[config.mk]
export PLATFORM = sky130hd
export DESIGN_NAME = slow_clock_monitor_flat
export DESIGN_NICKNAME = d
export VERILOG_FILES = /design/src/rtl/slow_clock_monitor_pkg.sv /design/src/rtl/slow_clock_monitor_if.sv /design/src/rtl/slow_clock_monitor_sync_edge_detect.sv /design/src/rtl/slow_clock_monitor.sv /design/src/flat_wrapper.sv
export SDC_FILE = /design/constraint.sdc
export NUM_CORES = 1
export LEC_CHECK = 0
export ABC_CLOCK_PERIOD_IN_PS = 5650
export BUFFER_PORTS_ARGS = -buffer_cell sky130_fd_sc_hd__buf_4
export CORE_MARGIN = 1
export CORE_UTILIZATION = 40
export CTS_BUF_LIST = sky130_fd_sc_hd__clkbuf_4
export CTS_CLUSTER_SIZE = 10
export DETAILED_ROUTE_END_ITERATION = 10
export SETUP_SLACK_MARGIN = 0.3
export SYNTH_ARGS = -nofsm -noshare
export SYNTH_HDL_FRONTEND = slang
export SYNTH_SLANG_ARGS = --single-unit
[constraint.sdc]
create_clock -name clock -period 5.65 [get_ports clock]
set_clock_uncertainty 0.2 [all_clocks]
set_input_delay 0.2825 -clock clock [delete_from_list [all_inputs] [get_ports clock]]
set_output_delay 0.2825 -clock clock [all_outputs]
set_load 0.1 [all_outputs]
[src/rtl/slow_clock_monitor_pkg.sv]
// slow_clock_monitor_pkg: shared FSM states, default widths and tolerance-bound helpers
package slow_clock_monitor_pkg;
  localparam int DEF_CNT_W = 16;
  localparam logic [1:0] IDLE = 2'd0, HIGH = 2'd1, LOW = 2'd2;
  function automatic int tol_lo(input int exp_period, input int tol);
    return (exp_period > tol) ? exp_period - tol : 0;
  endfunction
  function automatic int tol_hi(input int exp_period, input int tol);
    return exp_period + tol;
  endfunction
endpackage

[src/rtl/slow_clock_monitor_if.sv]
// slow_clock_monitor_if: slow clock under test plus the measurement/status results
interface slow_clock_monitor_if import slow_clock_monitor_pkg::*; #(
  parameter int CNT_W = DEF_CNT_W
);
  logic slow_clock;
  logic meas_valid;
  logic [CNT_W-1:0] high_cycles;
  logic [CNT_W-1:0] low_cycles;
  logic [CNT_W:0] period_cycles;
  logic locked;
  logic stuck;
  modport master (
    output slow_clock,
    input meas_valid, high_cycles, low_cycles, period_cycles, locked, stuck
  );
  modport slave (
    input slow_clock,
    output meas_valid, high_cycles, low_cycles, period_cycles, locked, stuck
  );
endinterface

[src/rtl/slow_clock_monitor_sync_edge_detect.sv]
// sync_edge_detect: two-flop synchronizer with rise/fall pulses from a registered copy
module sync_edge_detect (
  input  logic clock,
  input  logic reset,
  input  logic d,
  output logic rise,
  output logic fall
);
  logic s1, s2, prev;
  logic [1:0] warm;
  always_ff @(posedge clock)
    if (reset) begin
      s1 <= 1'b0;
      s2 <= 1'b0;
      prev <= 1'b0;
      warm <= 2'd0;
    end else begin
      s1 <= d;
      s2 <= s1;
      prev <= s2;
      warm <= (warm == 2'd3) ? warm : warm + 2'd1;
    end
  // edges are masked until the pipeline holds real samples, so reset zeros never look like a transition
  assign rise = (warm == 2'd3) & s2 & ~prev;
  assign fall = (warm == 2'd3) & ~s2 & prev;
endmodule

[src/rtl/slow_clock_monitor.sv]
// slow_clock_monitor: measures high/low/period of a slow clock and reports lock and stuck status
module slow_clock_monitor import slow_clock_monitor_pkg::*; #(
  parameter int CNT_W = DEF_CNT_W,
  parameter int EXP_PERIOD = 2000,
  parameter int TOL = 4,
  parameter int LOCK_N = 4,
  parameter int TIMEOUT = 8191
) (
  input logic clock,
  input logic reset,
  slow_clock_monitor_if.slave bus
);
  localparam int RUN_W = $clog2(LOCK_N + 1);
  localparam int IDLE_W = $clog2(TIMEOUT + 1);
  localparam logic [CNT_W-1:0] MAX = '1;
  localparam logic [CNT_W:0] LO = (CNT_W+1)'(tol_lo(EXP_PERIOD, TOL));
  localparam logic [CNT_W:0] HI = (CNT_W+1)'(tol_hi(EXP_PERIOD, TOL));
  localparam logic [RUN_W-1:0] RUN_MAX = RUN_W'(LOCK_N);
  localparam logic [IDLE_W-1:0] TO = IDLE_W'(TIMEOUT);
  logic rise, fall, edge_seen, timeout, publish, in_tol;
  logic [1:0] state;
  logic [CNT_W-1:0] hcnt, lcnt;
  logic [CNT_W:0] period;
  logic [RUN_W-1:0] run, run_next;
  logic [IDLE_W-1:0] idle;

  sync_edge_detect u_sync (
    .clock(clock),
    .reset(reset),
    .d(bus.slow_clock),
    .rise(rise),
    .fall(fall)
  );

  always_comb begin
    edge_seen = rise | fall;
    timeout = !edge_seen && idle == TO - 1'b1;
    publish = state == LOW && rise;
    period = {1'b0, hcnt} + {1'b0, lcnt};
    in_tol = period >= LO && period <= HI && hcnt != MAX && lcnt != MAX;
    run_next = !in_tol ? '0 : (run == RUN_MAX) ? run : run + 1'b1;
  end

  always_ff @(posedge clock)
    if (reset) begin
      state <= IDLE;
      hcnt <= '0;
      lcnt <= '0;
      run <= '0;
      idle <= '0;
      bus.meas_valid <= 1'b0;
      bus.high_cycles <= '0;
      bus.low_cycles <= '0;
      bus.period_cycles <= '0;
      bus.locked <= 1'b0;
      bus.stuck <= 1'b0;
    end else begin
      bus.meas_valid <= publish;
      idle <= edge_seen ? '0 : (idle == TO) ? idle : idle + 1'b1;
      bus.stuck <= edge_seen ? 1'b0 : timeout ? 1'b1 : bus.stuck;
      if (publish) begin
        bus.high_cycles <= hcnt;
        bus.low_cycles <= lcnt;
        bus.period_cycles <= period;
        run <= run_next;
        bus.locked <= run_next == RUN_MAX;
      end else if (timeout) begin
        run <= '0;
        bus.locked <= 1'b0;
      end
      // a rise while HIGH is impossible after synchronization, so it is taken as the missing fall
      if (timeout)
        state <= IDLE;
      else if (rise && state != HIGH) begin
        state <= HIGH;
        hcnt <= CNT_W'(1);
        lcnt <= '0;
      end else if (edge_seen && state == HIGH) begin
        state <= LOW;
        lcnt <= CNT_W'(1);
      end else if (state == HIGH)
        hcnt <= (hcnt == MAX) ? hcnt : hcnt + 1'b1;
      else if (state == LOW)
        lcnt <= (lcnt == MAX) ? lcnt : lcnt + 1'b1;
    end
endmodule
[src/flat_wrapper.sv]
// flat-port wrapper written by rule: the top's interface ports become plain ports
module slow_clock_monitor_flat import slow_clock_monitor_pkg::*;
#(
  parameter int CNT_W = DEF_CNT_W,
  parameter int EXP_PERIOD = 2000,
  parameter int TOL = 4,
  parameter int LOCK_N = 4,
  parameter int TIMEOUT = 8191
)
  (clock, reset, bus_slow_clock, bus_meas_valid, bus_high_cycles, bus_low_cycles, bus_period_cycles, bus_locked, bus_stuck);
  slow_clock_monitor_if #(.CNT_W(CNT_W)) bus_i ();
  input logic clock;
  input logic reset;
  input wire logic [$bits(bus_i.slow_clock)-1:0] bus_slow_clock;
  output wire logic [$bits(bus_i.meas_valid)-1:0] bus_meas_valid;
  output wire logic [$bits(bus_i.high_cycles)-1:0] bus_high_cycles;
  output wire logic [$bits(bus_i.low_cycles)-1:0] bus_low_cycles;
  output wire logic [$bits(bus_i.period_cycles)-1:0] bus_period_cycles;
  output wire logic [$bits(bus_i.locked)-1:0] bus_locked;
  output wire logic [$bits(bus_i.stuck)-1:0] bus_stuck;
  assign bus_i.slow_clock = bus_slow_clock;
  assign bus_meas_valid = bus_i.meas_valid;
  assign bus_high_cycles = bus_i.high_cycles;
  assign bus_low_cycles = bus_i.low_cycles;
  assign bus_period_cycles = bus_i.period_cycles;
  assign bus_locked = bus_i.locked;
  assign bus_stuck = bus_i.stuck;
  slow_clock_monitor #(.CNT_W(CNT_W), .EXP_PERIOD(EXP_PERIOD), .TOL(TOL), .LOCK_N(LOCK_N), .TIMEOUT(TIMEOUT)) u_core (.clock(clock), .reset(reset), .bus(bus_i));
endmodule
# Word-level counts from Yosys, hierarchy flattened
# Index checks and enable logic that the tools add are counted.
# W data, S select, Z words.
dict set report word_totals {
  reg_bits 107
  inputBits 3
  word_cells 82
}
dict set report op_classes {
  add_sub_neg 6
  n_lt_le_gt_ge 2
  n_eq_ne 16
  muxes 17
  bitwise_logic 8
  reduce_logical 17
}
# operator n
set ops {}
lappend ops {{$mux W16} 9}
lappend ops {{$add A16 B1 Y16 const B} 2}
lappend ops {{$eq A16 B16 Y1 const B} 2}
lappend ops {{$ne A16 B16 Y1 const B} 2}
lappend ops {{$eq A13 B13 Y1 const B} 2}
lappend ops {{$add A16 B16 Y17} 1}
lappend ops {{$ge A17 B11 Y1 const B} 1}
lappend ops {{$le A17 B11 Y1 const B} 1}
lappend ops {{$add A13 B1 Y13 const B} 1}
lappend ops {{$mux W3} 4}
lappend ops {{$reduce_and A4 Y1} 2}
lappend ops {{$logic_and A1 B1 Y1} 7}
lappend ops {{$eq A3 B3 Y1 const B} 2}
lappend ops {{$ne A2 B1 Y1 const B} 3}
lappend ops {{$reduce_bool A2 Y1} 3}
lappend ops {{$and A1 B1 Y1} 4}
lappend ops {{$eq A2 B2 Y1 const B} 2}
lappend ops {{$mux W1} 4}
lappend ops {{$reduce_or A2 Y1} 2}
lappend ops {{$add A3 B1 Y3 const B} 1}
lappend ops {{$ne A3 B1 Y1 const B} 1}
lappend ops {{$ne A3 B2 Y1 const B} 1}
lappend ops {{$not A1 Y1} 3}
lappend ops {{$reduce_bool A3 Y1} 1}
lappend ops {{5 further kinds} 5}

# Depth between registers and ports, before layout
# Gate-level depths: netlist (run 1).
dict set report depth {
  ltp_word 8
  mapped_depth 10
  depth_no_buf 10
}

# Hierarchy
# Synthesis (run 1) repeated with hierarchy kept, for this count alone.
dict set report unflattened {
  hier_cells 629
  hier_area_um2 5192.5
}
# module instances cells_each area_each_um2 seq_area_each_um2
set by_module_without_submodules {}
lappend by_module_without_submodules {slow_clock_monitor 1 613 5017.3 2042.0}
lappend by_module_without_submodules {sync_edge_detect 1 16 175.2 100.1}

# Worst setup path after synthesis (run 1)
# OpenSTA, ideal clock, no wires.
dict set report synth_path {
  kind {register to register}
  startpoint {register u_core.hcnt[0]}
  endpoint {register u_core.run[2]}
  arrival_ns 2.693
  t_required_ns 5.380
  path_slack_ns 2.687
  stages_incl_launch_ff 10
  path_buffers 0
  synth_period_minus_slack_ns 2.963
  cell_sequence {dfxtp_1 ha_1 fa_1 a21o_1 a221oi_2 xor2_1 or4_1 nor4_4 o2111ai_1 a21oi_1}
}
dict set report synth_via {
  elab_chain_len 7
  word_cells_on_any_way 9
  cone_classes {add/sub (1); order compare (2); eq/ne (1); mux (2); reduce/logical (3)}
}
# item line
set synth_lines {}
lappend synth_lines {{from (decl)} slow_clock_monitor.sv:22} ;# logic [CNT_W-1:0] hcnt, lcnt;
lappend synth_lines {{from (signal assigned)} slow_clock_monitor.sv:82} ;# hcnt <= (hcnt == MAX) ? hcnt : hcnt + 1'b1;
lappend synth_lines {{$add A16 B16 Y17} slow_clock_monitor.sv:39} ;# period = {1'b0, hcnt} + {1'b0, lcnt};
lappend synth_lines {{$ge A17 B11 Y1 / $le A17 B11 Y1 (equally long branches)} slow_clock_monitor.sv:40} ;# in_tol = period >= LO && period <= HI && hcnt != MAX && lcnt != MAX;
lappend synth_lines {{$logic_and A1 B1 Y1} slow_clock_monitor.sv:40}
lappend synth_lines {{$logic_and A1 B1 Y1 * (2 in a row)} slow_clock_monitor.sv:40}
lappend synth_lines {{$mux W3 *} slow_clock_monitor.sv:41} ;# run_next = !in_tol ? '0 : (run == RUN_MAX) ? run : run + 1'b1;
lappend synth_lines {{$mux W3 *} slow_clock_monitor.sv:61} ;# if (publish) begin
lappend synth_lines {{to (signal assigned)} slow_clock_monitor.sv:65} ;# run <= run_next;
lappend synth_lines {{to (decl)} slow_clock_monitor.sv:24} ;# logic [RUN_W-1:0] run, run_next;
# Every way passes the cells marked *; elsewhere a longest branch is shown, timed or not.
# A chain may end at the register's enable or synchronous reset.

# Final worst setup path (run 1)
dict set report layout_path {
  startpoint {register u_core.lcnt[0]}
  endpoint {register u_core.run[2]}
}
dict set report layout_via {
  elab_chain_len 7
  word_cells_on_any_way 9
  cone_classes {add/sub (1); order compare (2); eq/ne (1); mux (2); reduce/logical (3)}
}
# item line
set layout_lines {}
lappend layout_lines {{from (decl)} slow_clock_monitor.sv:22}
lappend layout_lines {{from (signal assigned)} slow_clock_monitor.sv:84} ;# lcnt <= (lcnt == MAX) ? lcnt : lcnt + 1'b1;
lappend layout_lines {{$add A16 B16 Y17} slow_clock_monitor.sv:39}
lappend layout_lines {{$ge A17 B11 Y1 / $le A17 B11 Y1 (equally long branches)} slow_clock_monitor.sv:40}
lappend layout_lines {{$logic_and A1 B1 Y1 (2 in a row)} slow_clock_monitor.sv:40}
lappend layout_lines {{$logic_and A1 B1 Y1 *} slow_clock_monitor.sv:40}
lappend layout_lines {{$mux W3 *} slow_clock_monitor.sv:41}
lappend layout_lines {{$mux W3 *} slow_clock_monitor.sv:61}
# Marked as above.

==> impl_results.md, run 1 <==
- Avg Inst Size Synth: 8.23 µm²
- R2r worst-path depth: 9
- Power share of the clock group: 34.6%
- Setup-failing EPs final: 0
- Antenna-violating nets left: 0
- Status: complete, no violations
- Asr flop ratio synth: 0%
- RSZ-0062 raised after global routing: no
- Pre-CTS setup slack: 2.41 ns
- Mapped Area: 0.00514 mm²
- Die width: 115 µm
- Cell area power density: 210 mW/mm²
- Psw: 278 µW
- Clock sink total: 107
- Number of global-route vias before repair: 4107
- Post-route DRC: 0
- Pint: 947 µW
- Switching Fraction: 22.7%
- FF-to-FF Start: u_core.lcnt[0]
- Max Cap Viol: 0
- CP max stage cell: or4_1
- I/O pins: 55
- Clk slew on worst S/H paths: 0.17 ns
- Sequential area share after synthesis: 41.6%
- Total core area: 0.0126 mm²
- TritonCTS clock tree: yes
- Aggregate routed wire length: 12000 µm
- WP depth: 9
- Initial DRC Count: 158
- Commonest non-fill, non-tap cell in the layout: nand2_1
- Required time worst endpoint: 5.87 ns
- Most frequent cells in the layout: nand2_1 (111), dfxtp_1 (107), nor2_1 (72)
- First-pass GRT wire length: 19800 µm
- Yosys reg bits: 107
- Fin nets: 694
- CP bufs+invs: 0
- Worst Hold Class: input pin to flip-flop
- Yosys warning count: 0
- Setup crit end kind: flip-flop
- Largest family of logic cells by synthesized area: simple AND/OR/NAND/NOR gates
- Final min period: 3.29 ns
- PortBufs: 54
- Share of cells above drive strength 1: 12.4%
- Initial antenna violation count: 0
- Syn-to-layout area delta: 13.5%
- Vias per cell: 5.16
- Post-synth EDFFs: 0
- Reg area: 0.00214 mm²
- Worst Setup Start Kind: flip-flop
- Clock buffer count from CTS: 9
- Compound-Gate Fraction of Synth Area: 15.4%
- Slowest stage delay, CP: 0.58 ns
- Worst-Margin Slew: 1.20 ns
- Slew Viols, Final: 0
- Hold Vio Cnt, Final: 0
- Crit-path cells: ha_1 > fa_1 > a21o_1 > a221oi_2 > xor2_1 > or4_1 > nor4_4 > o2111ai_1 > a21oi_1
- Reg2Reg Setup Slack: 2.36 ns
- Die ar.: 0.0133 mm²
- Post-DP HPWL: 9020 µm
- Post-Synth Adder-Cell Area: 5.98%
- Synth Area in XOR/XNOR: 8.51%
- Routed WL per cell: 14.2 µm
- Post-Route Utilization: 46.5%
- Later-pin clock latency in the skew report: 0.49 ns
- Gate power share: 2.7%
- Largest net degree at the start of global routing: 64
- Setup tns final: 0 ns
- ANT cells: 0
- Initial core utilization: 40.9%
- Simple-gate portion of the synthesized area: 24.6%
- Seq pwr share: 62.6%
- Die Ht: 115 µm
- Via count: 4353
- H-tree depth: 3
- Multiplexer area fraction after synthesis: 0.973%
- VDD IR max: 0.000109 V
- Fin crit share: 58.2%
- Clock buffer depth: 2
- Clk root buf: clkbuf_4
- Worst-path fanout max: 6
- R2R Path End: u_core.run[2]
- Primary FF master, synth: dfxtp_1
- Row count: 41
- Critical Path AT: 3.50 ns
- Fillers: 1272
- Total grt overflow: 0
- CP endpoint: u_core.run[2]
- Largest delay share family, worst path: simple AND/OR/NAND/NOR gates
- Relative slew slack: 20.3%
- Mapped Nets: 652
- GRT Total Usage: 19.3%
- Leak Pwr: 0.00229 µW
- Resize count post-CTS: 0
- Critical Path Source: u_core.lcnt[0]
- Final worst setup slack: 2.36 ns
- Kind of critical path: flip-flop to flip-flop
- Netlist cell types: 55
- Area of the multi-input gates: 0.00286 mm²
- Cells after Synth: 625
- Maximum clock frequency: 304 MHz
- GP Congestion: 0.884
- 1st-pass router iterations: 4
## how the worst min path moves through the flow
| stage | end | start | cells past startpoint | slack [ns] |
|---|---|---|---|---|
| after global placement | u_core.u_sync.s2 | u_core.u_sync.s1 | 1 | 0.23 |
| after detailed placement | u_core.u_sync.s2 | u_core.u_sync.s1 | 1 | 0.23 |
| after CTS | u_core.bus.period_cycles[4] | reset | 2 | 0.07 |
| after floorplan | u_core.u_sync.s1 | bus_slow_clock | 1 | 0.21 |
| final | u_core.bus.period_cycles[6] | reset | 2 | 0.07 |
| after global routing | u_core.bus.period_cycles[6] | reset | 2 | 0.11 |
## kinds of logic (layout without fill, tap and decap cells)
| family | Yosys count | count (layout) |
|---|---|---|
| AO/OA/AOI/OAI | 128 | 128 |
| adder cells (fa/ha/maj) | 24 | 24 |
| flip-flops | 107 | 107 |
| XOR/XNOR | 50 | 50 |
| buffers and inverters | 38 | 84 |
| multiplexers | 5 | 5 |
| AND/OR/NAND/NOR | 273 | 273 |
## flip-flops by register name (all words and copies together), names as in the netlist
signal and count:
u_core.u_sync.prev 1, u_core.lcnt 16, u_core.bus.locked 1, u_core.bus.high_cycles 16, u_core.u_sync.warm 2, u_core.bus.meas_valid 1, u_core.u_sync.s1 1, u_core.state 2
u_core.bus.period_cycles 17, u_core.hcnt 16, u_core.idle 13, u_core.bus.low_cycles 16, u_core.bus.stuck 1, u_core.run 3, u_core.u_sync.s2 1
## what timing repair did
action / in CTS / in global routing
buffers inserted: 0 / 0
endpoints found under the hold margin: 1 / 0
hold buffers: 1 / 0
## power groups by stage
stage	clock [µW]	combinational (µW)	sequential, µW
2_1_floorplan	0	26.6	782
3_3_place_gp	0	32.2	783
3_5_place_dp	0	34.1	784
4_1_cts	441	34.6	767
5_1_grt	468	38.2	769
6_report	424	33.5	767
## metal layers
metal	up-vias	GRT usage, %	part of all wire, %
met5	-	0	0
met4	0	8.74	2.2
li1	2242	-	-
met1	2037	24.8	48
met3	16	3.29	3.0
met2	58	31.6	47
## synth_stat cells (all sizes together) (3+ instances only)
library cell  instances  area (µm²)
a211oi                9        85.1
a21boi                3        22.5
a21o                  9        67.6
a21oi                67         339
and2                  7        43.8
and3                 15        93.8
buf                   4        18.8
clkbuf               22        82.6
dfxtp               107        2140
ha                   23         288
inv                  12        45.0
mux2i                 5        50.1
nand2               111         417
nand2b                3        18.8
nand3                16        80.1
nand4                15        93.8
nor2                 73         277
nor2b                 4        25.0
nor3                 10        55.1
nor4                  5        52.6
o2111ai               4        35.0
o211ai                4        30.0
o21ai                19        95.1
or3                   4        25.0
xnor2                19         166
xor2                 31         272
## through the flow
stage | hold WS (ns) | cells | instance area, µm² | power [µW]
3_5_place_dp | 0.230 | 827 | 5680 | 818
6_report | 0.0707 | 843 | 5840 | 1220
4_1_cts | 0.0701 | 843 | 5840 | 1240
3_3_place_gp | 0.226 | 827 | 5680 | 815
5_1_grt | 0.114 | 843 | 5840 | 1280
2_1_floorplan | 0.211 | 625 | 5140 | 809
## area by class of cell
cell class	count	share of cell area, %
tap	172	3.69
clock inverter	6	1.39
multi-input combinational	480	48.9
timing repair buffer	57	7.37
clock buffer	9	1.16
sequential	107	36.7
inverter	12	0.772
(Power assumes the default switching activity.)
==> run 2, diff against run 1 <==
--- a/config.mk
+++ b/config.mk
@@ -5,7 +5,8 @@
 export SDC_FILE = /design/constraint.sdc
 export NUM_CORES = 1
 export LEC_CHECK = 0
-export ABC_CLOCK_PERIOD_IN_PS = 5650
+export ABC_AREA = 1
+export ABC_CLOCK_PERIOD_IN_PS = 3170
 export BUFFER_PORTS_ARGS = -buffer_cell sky130_fd_sc_hd__buf_4
 export CORE_MARGIN = 1
 export CORE_UTILIZATION = 40
==> constraint.sdc (replaced) <==
create_clock -name clock -period 3.17 [get_ports clock]
set_clock_uncertainty 0.2 [all_clocks]
set_input_delay 0.1585 -clock clock [delete_from_list [all_inputs] [get_ports clock]]
set_output_delay 0.1585 -clock clock [all_outputs]
set_load 0.1 [all_outputs]
==> impl_results.md, run 2 <==
- Maximum clock frequency: 397 MHz (+31%)
- First-pass GRT wire length: 23200 µm (+17%)
- Final Non-Filler Cells: 1050 (+25%)
- Cells after Synth: 806 (+29%)
- Synth cell count leaders: nand2_1 (156), inv_1 (108), dfxtp_1 (107), nor2_1 (87), a21oi_1 (70)
- R2R Path End: u_core.run[0]
- Later-pin clock latency in the skew report: 0.49 ns (about the same)
- Most common cell in the synthesized netlist: nand2_1
- Avg Inst Size Synth: 7.02 µm² (-15%)
- Dpl cells: 1030 (+25%)
- Placed Area: 0.00628 mm² (+11%)
- Critical Path AT: 2.72 ns (-0.78 ns)
- Post-route DRC: 0 (unchanged)
- Hold slack: 0.223 ns (+0.152 ns)
- Worst-path fanout max: 5 (-1)
- Sequential area share after synthesis: 37.9% (-3.8 points)
- Fin crit share: 79.4% (+21 points)
- Initial antenna violation count: 1 (+1)
- Kind of critical path: flip-flop to flip-flop
- Reg2Reg Setup Slack: 0.65 ns (-1.71 ns)
- Status: complete, no violations
- Hold Vio Cnt, Final: 0 (unchanged)
- I/O pins: 55 (unchanged)
- Die width: 121 µm (+4.8%)
- Worst-Margin Slew: 0.644 ns (-0.552 ns)
- Initial DRC Count: 275 (+74%)
- Vias per cell: 4.91 (-4.9%)
- Required time worst endpoint: 3.37 ns (-2.50 ns)
- RSZ-0062 raised after global routing: no
- Cell accounting for the most synthesized area: dfxtp_1
- Row count: 43 (+4.9%)
- Clock buffer depth: 2 (unchanged)
- # Post-CTS Setup Buffers: 0 (unchanged)
- Post-DP HPWL: 10900 µm (+20%)
- Asr flop ratio synth: 0% (unchanged)
- Min-Delay Path Depth: 2 (unchanged)
- PortBufs: 54 (unchanged)
- Slew Viols, Final: 0 (unchanged)
- Setup-failing EPs final: 0 (unchanged)
- Most frequent cells in the layout: nand2_1 (156), inv_1 (107), dfxtp_1 (107)
- Routed WL per cell: 13.3 µm (-6.1%)
- R2r worst-path depth: 13 (+4)
- Total core area: 0.0138 mm² (+10%)
- Largest delay share family, worst path: simple AND/OR/NAND/NOR gates
- CP max stage cell: fa_1
- Worst Hold Class: flip-flop to flip-flop
- Die Ht: 121 µm (+4.8%)
- Area share of the largest cell type after synthesis: 37.9% (-3.8 points)
- Final min period: 2.52 ns (-0.770 ns)
- Worst Setup Start Kind: flip-flop
- 1st-pass router iterations: 5 (+1)
- Leak Pwr: 0.00296 µW (+29%)
- Largest net degree at the start of global routing: 46 (-28%)
- Mapped Area: 0.00566 mm² (+10%)
- Most flops, register: u_core.bus.period_cycles
- Relative slew slack: 57.0% (+37 points)
- Setup crit end kind: flip-flop
- Number of global-route vias before repair: 4788 (+17%)
- FF-to-FF Start: u_core.hcnt[0]
- Final instance area: 0.00646 mm² (+11%)
- TritonCTS clock tree: yes
- GP Congestion: 0.885 (+0.10%)
- Worst Hold End: u_core.u_sync.s2
- Die ar.: 0.0146 mm² (+9.8%)
- Clk root buf: clkbuf_4
- Hold_sp: u_core.u_sync.s1
- H-tree depth: 3 (unchanged)
- Yosys reg bits: 107 (unchanged)
- Fin nets: 891 (+28%)
- Commonest non-fill, non-tap cell in the layout: nand2_1
- Primary FF master, synth: dfxtp_1
- Antenna-violating nets left: 0 (unchanged)
- Clk slew on worst S/H paths: 0.18 ns (about the same)
- Clock buffer count from CTS: 9 (unchanged)
- Initial core utilization: 40.9% (about the same)
- CP bufs+invs: 0 (unchanged)
- Aggregate routed wire length: 14000 µm (+17%)
- VDD IR max: 0.000295 V (+170%)
- Total grt overflow: 0 (unchanged)
- Cells taking the most area after synthesis: dfxtp_1 (38%), nand2_1 (10%), inv_1 (7.2%)
- Slowest stage delay, CP: 0.41 ns (-0.17 ns)
- Mapped Nets: 833 (+28%)
- GRT Total Usage: 20.4% (+1.1 points)
- Setup tns final: 0 ns (unchanged)
- Max Cap Viol: 0 (unchanged)
- Post-synth EDFFs: 0 (unchanged)
- Syn-to-layout area delta: 14.2%
- Max FFs per register: 17 (unchanged)
- Share of cells above drive strength 1: 14.8% (+2.5 points)
- Netlist cell types: 43 (-22%)
- Cell area power density: 339 mW/mm² (+61%)
- Crit-path cells: ha_1 > fa_1 > nand2_1 > nand2_2 > nand3_1 > nand2_2 > nand2_1 > nand3b_1 > nand2_1 > nand3_1 > nor2_1 > nand3_1 > o31ai_1
- Clock sink total: 107 (unchanged)
- Yosys warning count: 0 (unchanged)
- Via count: 5155 (+18%)
## run 2: logic make-up (layout without fill, tap and decap cells)
family	after synthesis	in the layout	share of synthesized area, %
AOI/OAI and AO/OA	154	154	14.8
xor gates and xnor gates	11	11	1.70
adders and majority gates	24	24	5.44
buffers and inverters	137	200	9.35
DFF	107	107	37.9
other	0	1	0
and+or+nand+nor	373	373	30.8
## run 2: cell type report
type | instances | area [µm²]
Timing Repair Buffer | 65 | 508
Fill cell | 1412 | 7370
Clock buffer | 9 | 67.6
Tap cell | 180 | 225
Multi-Input combinational cell | 562 | 2990
Inverter | 119 | 447
Antenna cell | 1 | 2.50
Clock inverter | 7 | 80.1
Sequential cell | 107 | 2140
## run 2: repair_timing
item / 4_1_cts / 5_1_grt
gates resized for setup: 0 / 0
hold endpoints to repair: 21 / 0
setup endpoints to repair: 0 / 0
hold buffers: 3 / 0
## run 2: per-stage QoR
step	power (µW)	util (%)	setup WS [ns]
5_1_grt	2310	46.7	0.318
4_1_cts	2230	46.7	0.630
3_5_place_dp	1490	45.4	0.697
6_report	2190	46.7	0.653
3_3_place_gp	1490	45.4	0.721
2_1_floorplan	1460	-	0.888
## run 2: worst register-to-register path, cell delays in order, from the launching register on
cell	delay (ns)
dfxtp_1	0.39
ha_1	0.23
fa_1	0.41
nand2_1	0.09
nand2_2	0.08
nand3_1	0.15
nand2_2	0.10
nand2_1	0.09
nand3b_1	0.08
nand2_1	0.09
nand3_1	0.08
nor2_1	0.14
nand3_1	0.11
o31ai_1	0.19
## run 2: metal layers
metal | GRT usage [%] | part of all wire (%) | up-vias
met5 | 0 | 0 | -
met4 | 6.87 | 2.5 | 0
met3 | 4.70 | 4.0 | 17
met2 | 34.5 | 48 | 82
met1 | 25.3 | 46 | 2304
li1 | - | - | 2752
## run 2: worst max-delay path by stage
| stage | slack [ns] | from | endpoint | depth (start not counted) |
|---|---|---|---|---|
| global placement | 0.72 | u_core.u_sync.warm[0] | u_core.bus.period_cycles[11] | 13 |
| floorplan | 0.89 | u_core.lcnt[0] | u_core.bus.locked | 17 |
| CTS | 0.63 | u_core.hcnt[0] | u_core.bus.locked | 17 |
| finish | 0.65 | u_core.hcnt[0] | u_core.run[0] | 13 |
| detailed placement | 0.70 | u_core.hcnt[3] | u_core.bus.locked | 15 |
| global route | 0.32 | u_core.hcnt[0] | u_core.bus.locked | 15 |
## run 2: where the power goes
part / internal (µW) / total [µW] / switching, µW
Clock: 253 / 725 / 472
Sequential: 1360 / 1370 / 11.3
Combinational: 29.2 / 90.5 / 61.3
Total: 1640 / 2190 / 544
==> run 3, diff against run 2 <==
--- a/config.mk
+++ b/config.mk
@@ -5,8 +5,8 @@
 export SDC_FILE = /design/constraint.sdc
 export NUM_CORES = 1
 export LEC_CHECK = 0
-export ABC_AREA = 1
-export ABC_CLOCK_PERIOD_IN_PS = 3170
+export ABC_AREA = 0
+export ABC_CLOCK_PERIOD_IN_PS = 2300
 export BUFFER_PORTS_ARGS = -buffer_cell sky130_fd_sc_hd__buf_4
 export CORE_MARGIN = 1
 export CORE_UTILIZATION = 40
==> constraint.sdc (replaced) <==
create_clock -name clock -period 2.3 [get_ports clock]
set_clock_uncertainty 0.2 [all_clocks]
set_input_delay 0.115 -clock clock [delete_from_list [all_inputs] [get_ports clock]]
set_output_delay 0.115 -clock clock [all_outputs]
set_load 0.1 [all_outputs]
==> impl_results.md, run 3 (synthesized netlist as in run 1, its figures left out) <==
- Die width: 115 µm (-4.6%)
- Worst-Margin Slew: 0.560 ns (-0.0840 ns)
- Max FFs per register: 17 (unchanged)
- Max Cap Viol: 0 (unchanged)
- Commonest non-fill, non-tap cell in the layout: buf_4
- Syn-to-layout area delta: 50.4%
- I/O pins: 55 (unchanged)
- Critical Path AT: 3.31 ns (+0.59 ns)
- Clk slew on worst S/H paths: 0.18 ns (about the same)
- GP Congestion: 0.850 (-4.0%)
- VDD IR max: 0.000475 V (+61%)
- Number of global-route vias before repair: 4910 (+2.5%)
- Worst Hold Class: flip-flop to flip-flop
- Share of cells above drive strength 1: 42.0% (+27 points)
- 1st-pass router iterations: 4 (-1)
- Kind of critical path: flip-flop to flip-flop
- Initial core utilization: 40.9% (about the same)
- FF-to-FF Start: u_core.hcnt[0]
- Leak Pwr: 0.00324 µW (+9.7%)
- Dpl cells: 933 (-9.4%)
- Min-Delay Path Depth: 2 (unchanged)
- Fin nets: 845 (-5.2%)
- Fin crit share: 133% (+54 points)
- Initial antenna violation count: 0 (-1)
- First-pass GRT wire length: 23900 µm (+2.7%)
- Die Ht: 115 µm (-4.6%)
- Placed Area: 0.00663 mm² (+5.6%)
- Clock sink total: 107 (unchanged)
- Largest net degree at the start of global routing: 50 (+8.7%)
- Maximum clock frequency: 326 MHz (-18%)
- Worst-path fanout max: 4 (-1)
- Total core area: 0.0126 mm² (-9.1%)
- GRT Total Usage: 23.4% (+3.0 points)
- ANT cells: 0 (-1)
- PortBufs: 54 (unchanged)
- Most frequent cells in the layout: buf_4 (171), nand2_1 (105), dfxtp_1 (79)
- Reg2Reg Setup Slack: -0.77 ns (-1.42 ns)
- Via count: 5046 (-2.1%)
- Row count: 41 (-4.7%)
- Relative slew slack: 62.7% (+5.6 points)
- Clk root buf: clkbuf_4
- Initial DRC Count: 195 (-29%)
- Failing checks: negative setup slack
- Worst Hold End: u_core.bus.period_cycles[14]
- H-tree depth: 3 (unchanged)
- Vias per cell: 5.07 (+3.3%)
- Final instance area: 0.00774 mm² (+20%)
- Clock buffer depth: 2 (unchanged)
- TritonCTS clock tree: yes
- Total grt overflow: 0 (unchanged)
- R2R Path End: u_core.run[1]
- Hold_sp: u_core.bus.period_cycles[14]
- Status: finished with violations
- Hold Vio Cnt, Final: 0 (unchanged)
- R2r worst-path depth: 10 (-3)
- Final Non-Filler Cells: 995 (-5.2%)
- Setup-failing EPs final: 17 (+17)
- Most flops, register: u_core.bus.period_cycles
- Worst Setup Start Kind: flip-flop
- Clock buffer count from CTS: 9 (unchanged)
- Required time worst endpoint: 2.54 ns (-0.83 ns)
- Setup crit end kind: flip-flop
- Aggregate routed wire length: 14800 µm (+5.9%)
- Power, Total: 3100 µW (+42%)
- Post-DP HPWL: 10600 µm (-2.7%)
- Post-route DRC: 0 (unchanged)
- Later-pin clock latency in the skew report: 0.51 ns (+0.02 ns)
- Die ar.: 0.0133 mm² (-8.9%)
- Antenna-violating nets left: 0 (unchanged)
- Routed WL per cell: 14.9 µm (+12%)
- Final min period: 3.07 ns (+0.551 ns)
- Slew Viols, Final: 0 (unchanged)
- Cell area power density: 401 mW/mm² (+18%)
- Setup tns final: -6.02 ns (-6.02 ns)
- Final worst setup slack: -0.768 ns (-1.42 ns)
- RSZ-0062 raised after global routing: yes
-- run 3: worst max path at each step --
| stage | startpoint | end | slack (ns) |
|---|---|---|---|
| final | u_core.hcnt[0] | u_core.run[1] | -0.77 |
| after global routing | u_core.hcnt[0] | u_core.run[2] | -0.92 |
| after CTS | u_core.lcnt[0] | u_core.run[2] | -0.69 |
| after detailed placement | u_core.lcnt[0] | u_core.run[2] | -0.67 |
| after global placement | u_core.lcnt[0] | u_core.run[2] | -0.65 |
| after floorplan | u_core.hcnt[0] | u_core.run[2] | -0.47 |
-- run 3: metrics by stage --
step	hold WS, ns	setup WS (ns)	utilization, %
finish	0.265	-0.768	61.6
global route	0.283	-0.917	61.6
CTS	0.267	-0.694	58.2
detailed placement	0.151	-0.668	52.7
global placement	0.134	-0.647	52.7
floorplan	0.0432	-0.467	-
-- run 3: critical path, stage by stage, from the launching register on --
cell	delay [ns]
dfxtp_2	0.37
ha_4	0.16
fa_2	0.36
a21o_1	0.23
a221oi_4	0.34
xor2_2	0.13
or4_4	0.50
nor4_4	0.34
buf_4	0.18
o2111ai_1	0.10
o21ai_1	0.09
-- run 3: final cells by class --
type | instances | area, µm²
Clock inverter | 6 | 85.1
Multi-Input combinational cell | 482 | 3440
Sequential cell | 107 | 2180
Inverter | 12 | 45.0
Timing Repair Buffer | 206 | 1690
Clock buffer | 10 | 75.1
Tap cell | 172 | 215
Fill cell | 1077 | 4830
-- run 3: metal layers --
metal	routed length, µm	part of all wire, %	GRT usage [%]
met5	0	0	0
met2	7380	50	41.7
met1	6350	43	27.7
met3	717	4.8	3.87
met4	394	2.7	10.0
-- run 3: timing repair --
action,in CTS,in global routing
buffers inserted,17,24
setup endpoints to repair,86,72
pin swaps,32,76
endpoints found under the hold margin,34,0
gates cloned,2,0
hold buffers,3,0
resized for setup,88,55
-- run 3: power breakdown --
part	internal [µW]	total (µW)	leakage, µW	switching (µW)
logic	48.6	117	0.00228	68.6
clock network	454	1110	0.0000865	652
registers	1870	1880	0.000878	12.2
total	2370	3100	0.00324	733
